File: config.mk
export PLATFORM = sky130hd
export DESIGN_NAME = dec_scan_ctrl
export DESIGN_NICKNAME = d
export VERILOG_FILES = /design/src/rtl/dec_scan_ctrl.sv
export SDC_FILE = /design/constraint.sdc
export NUM_CORES = 1
export LEC_CHECK = 0
export CAP_MARGIN = 30
export CORE_UTILIZATION = 45
export CTS_CLUSTER_DIAMETER = 60
export DETAILED_ROUTE_END_ITERATION = 8
export HOLD_SLACK_MARGIN = 0.06
export PLACE_DENSITY = 0.78
export SLEW_MARGIN = 20
export SYNTH_ARGS = -nofsm -noshare
export SYNTH_HDL_FRONTEND = slang
export SYNTH_SLANG_ARGS = --single-unit
File: constraint.sdc
create_clock -name clk -period 5.2 [get_ports clk]
set_clock_uncertainty 0.2 [all_clocks]
set_input_delay 1.3 -clock clk [delete_from_list [all_inputs] [get_ports clk]]
set_output_delay 1.3 -clock clk [all_outputs]
set_load 0.005 [all_outputs]
File: src/rtl/dec_scan_ctrl.sv
// Select-code sequencer for the 3-to-8 decoder stage: steps sel through the
// octal codes with a programmable dwell, in up, down, single-sweep or hold mode.
module dec_scan_ctrl #(
    parameter int DWELL_W = 8
) (
    input  logic               clk,
    input  logic               rst_n,
    input  logic               start,
    input  logic               stop,
    input  logic [1:0]         mode,
    input  logic [DWELL_W-1:0] dwell,
    output logic [2:0]         sel,
    output logic               sel_valid,
    output logic               step_pulse,
    output logic               sweep_done,
    output logic               busy,
    output logic               dbg_state
);

    // Handshake: start is a one-cycle request honoured only in IDLE with stop
    // low; stop is level-sensitive, beats start and any dwell expiry, and
    // forces IDLE on the next edge. There is no back-pressure on the outputs.

    typedef enum logic {
        ST_IDLE = 1'b0,
        ST_RUN  = 1'b1
    } state_t;

    localparam logic [1:0] MODE_UP    = 2'b00;
    localparam logic [1:0] MODE_DOWN  = 2'b01;
    localparam logic [1:0] MODE_SWEEP = 2'b10;
    localparam logic [1:0] MODE_HOLD  = 2'b11;

    localparam logic [DWELL_W-1:0] CNT_ONE = {{(DWELL_W-1){1'b0}}, 1'b1};

    state_t             state_q, state_d;
    logic [2:0]         sel_q, sel_d;
    logic [DWELL_W-1:0] cnt_q, cnt_d;
    logic [1:0]         mode_q, mode_d;
    logic [DWELL_W-1:0] dwell_q, dwell_d;
    logic               step_q, step_d;
    logic               done_q, done_d;

    always_ff @(posedge clk or negedge rst_n) begin
        if (!rst_n) begin
            state_q <= ST_IDLE;
            sel_q   <= 3'o0;
            cnt_q   <= '0;
            mode_q  <= MODE_UP;
            dwell_q <= '0;
            step_q  <= 1'b0;
            done_q  <= 1'b0;
        end else begin
            state_q <= state_d;
            sel_q   <= sel_d;
            cnt_q   <= cnt_d;
            mode_q  <= mode_d;
            dwell_q <= dwell_d;
            step_q  <= step_d;
            done_q  <= done_d;
        end
    end

    always_comb begin
        state_d = state_q;
        sel_d   = sel_q;
        cnt_d   = cnt_q;
        mode_d  = mode_q;
        dwell_d = dwell_q;
        step_d  = 1'b0;
        done_d  = 1'b0;

        case (state_q)
            ST_IDLE: begin
                if (!stop && start) begin
                    state_d = ST_RUN;
                    mode_d  = mode;
                    dwell_d = dwell;
                    cnt_d   = '0;
                    sel_d   = (mode == MODE_DOWN) ? 3'o7 : 3'o0;
                end
            end
            ST_RUN: begin
                if (stop) begin
                    state_d = ST_IDLE;
                    cnt_d   = '0;
                end else if (mode_q != MODE_HOLD) begin
                    if (cnt_q == dwell_q) begin
                        cnt_d = '0;
                        // A single sweep ends on the expiry of code 7 without stepping.
                        if (mode_q == MODE_SWEEP && sel_q == 3'o7) begin
                            state_d = ST_IDLE;
                            done_d  = 1'b1;
                        end else begin
                            step_d = 1'b1;
                            if (mode_q == MODE_DOWN) begin
                                sel_d = sel_q - 3'd1;
                            end else begin
                                sel_d = sel_q + 3'd1;
                            end
                        end
                    end else begin
                        cnt_d = cnt_q + CNT_ONE;
                    end
                end
            end
            default: begin
                state_d = ST_IDLE;
            end
        endcase
    end

    assign sel        = sel_q;
    assign sel_valid  = (state_q == ST_RUN);
    assign busy       = (state_q == ST_RUN);
    assign step_pulse = step_q;
    assign sweep_done = done_q;
    assign dbg_state  = state_q;

endmodule
==> flow_metrics.tcl <==
set metrics [dict create \
    status "finished clean" \
    finalSetupTns_ns 0 \
    drc 0 \
    io_pins 22 \
    power_uw 673 \
    die_h_um 55.3 \
    cts_resized 0 \
    slew_headroom 0.445 \
    root_buffer "clkbuf_4" \
    drt_pass1_iterations 4 \
    ys_warn_count 0 \
    async_flop_share 1.00 \
    whs_ns 0.349 \
    ctsHoldBuffers 0 \
    critPathKind "in2reg" \
    dr_total_vias 957 \
    p_leak_nw 0.664 \
    avgSynthCellArea_um2 10.8 \
    drt-initial-drc-count 15 \
    clock_sinks 24 \
    placed_area_um2 1520 \
    worstMarginPinSlew_ns 0.833 \
    synth.top_cell.area_share 0.469 \
    synthCells 118 \
    ys.flop_type "dfrtp_1" \
    antenna_found_initial 0 \
    yosysMostFrequentCell "dfrtp_1" \
    fin_crit_sh 0.623 \
    synth_area_leader_cell "dfrtp_1" \
    cts_max_path_buffers 2 \
    maxSlewViolCount 0 \
    clkLatencyLatePin_ns 0.32 \
    path_clk_slew_ns 0.13 \
    syn_nets 134 \
    place_hpwl_um 1960 \
    htreeDepth 1 \
    drive_above_1_share 0.193 \
    grt_overflow 0 \
    area.growth.synth_to_final_pct 22.5 \
    post-route-min-period_ns 3.24 \
    synth_area_leaders "dfrtp_1, mux2_2, xor2_1" \
    cp-start-kind "primary input" \
    wl_um 2590 \
    numCtsBuffers 3 \
    final-setup-viol-count 0 \
    syn-cell-area_um2 1280 \
    worstPathArrival_ns 3.26 \
    vias_per_cell 5.63 \
    cts_tree "yes" \
    drtAntennaViolNets 0 \
    rows 18 \
    synth_common_cells "dfrtp_1, mux2_2, nand2_1, xor2_1" \
    hold_path_class "reg2reg" \
    cp.required_ns 5.22 \
    start_util 0.494 \
    diodes 0 \
    die_area_um2 3060 \
    rsz0062_at_grt "no" \
    grt_pass1_wl_um 4440 \
    die_w_um 55.3 \
    nets 157 \
    fin_area_um2 1570 \
    grt_util_all_layers 0.188 \
    end_kind "register" \
    crit_fanout 12 \
    gp_congestion 0.782 \
    wl_per_cell_um 15.2 \
    grt_max_degree 15 \
    grt_pass1_vias 959 \
    ys_seq_area_frac 0.469 \
    io_buffers 21 \
    synth-edff-count 0 \
    ir_drop_v 0.000308 \
    hold_viol_final 0 \
    power.density_nw_per_um2 429 \
    post-cts-setup-buffers 0 \
    ys_ff_latch 24 \
    fmax_ghz 0.309 \
    ys_types 33 \
    maxCapViolations 0 \
    core_area_um2 2590 \
]
through the flow:
stage                      util  instances  setup WS, ns
final                     0.605        170          1.96
after detailed placement  0.585        166          1.65
after CTS                 0.605        170          1.99
after global routing      0.605        170          1.81
after floorplan               -        118          2.62
after global placement    0.579        165          1.80
where the power goes:
part           total [mW]  switching (mW)  internal [mW]
clock               0.135          0.0570         0.0780
sequential          0.294          0.0565          0.238
combinational       0.244           0.106          0.138
critical path: stages:
cell and delay (ns):
clkdlybuf4s50_1 0.54, nor3b_1 0.09, buf_4 0.20, a21oi_1 0.66, nor3b_1 0.22, a22o_1 0.26
state kept, by name, summed over array words and instances (netlist names):
name,count
sel,3
step_pulse,1
cnt_q,8
dwell_q,8
mode_q,2
sweep_done,1
busy,1
layout make-up:
cell class | instances | area [um^2]
multi-input combinational | 83 | 622
clock inverter | 1 | 30.0
timing repair buffer | 23 | 233
fill | 227 | 1020
clock buffer | 3 | 22.5
inverter | 6 | 22.5
tap | 30 | 37.5
sequential | 24 | 601
logic make-up after synthesis:
logic type	Yosys count	synth area share
flops	24	0.469
compound gates	21	0.121
buf+inv	11	0.0450
fa+ha+maj	2	0.0254
mux	13	0.114
simple gates	37	0.156
xor+xnor	10	0.0684
routing by layer:
layer | GRT usage | wire length (um)
met1 | 0.225 | 1140
met2 | 0.322 | 1280
met3 | 0.0585 | 145
met4 | 0.0571 | 21
met5 | 0 | 0
final timing paths:
check,startpoint,end,slack (ns),cells after the start
min in group asynchronous,rst_n,sel[1],1.13,1
max,stop,cnt_q[6],1.96,6
min,dwell_q[1],dwell_q[1],0.35,1
max in group asynchronous,rst_n,dwell_q[5],3.17,2
max reg2reg,cnt_q[1],sel[0],2.95,5
min reg2reg,dwell_q[1],dwell_q[1],0.35,1
layout by cell type (no fill, tap or decap), types with 2 or more instances in the layout:
cell,synthesis,routed
xor2_1,9,9
clkbuf_4,0,3
a22o_1,4,4
nor3b_1,2,2
nand2_1,9,9
inv_1,6,6
dfrtp_1,24,24
nor2_1,6,6
nand3_1,4,4
a21oi_1,3,3
o21ai_0,6,6
nand4_1,2,2
clkdlybuf4s50_1,0,21
a31oi_1,2,2
a31o_2,3,3
nand2b_1,2,2
nor3_1,3,3
nor2b_1,2,2
nand3b_1,2,2
mux2_2,13,13
(Power assumes the default switching activity.)
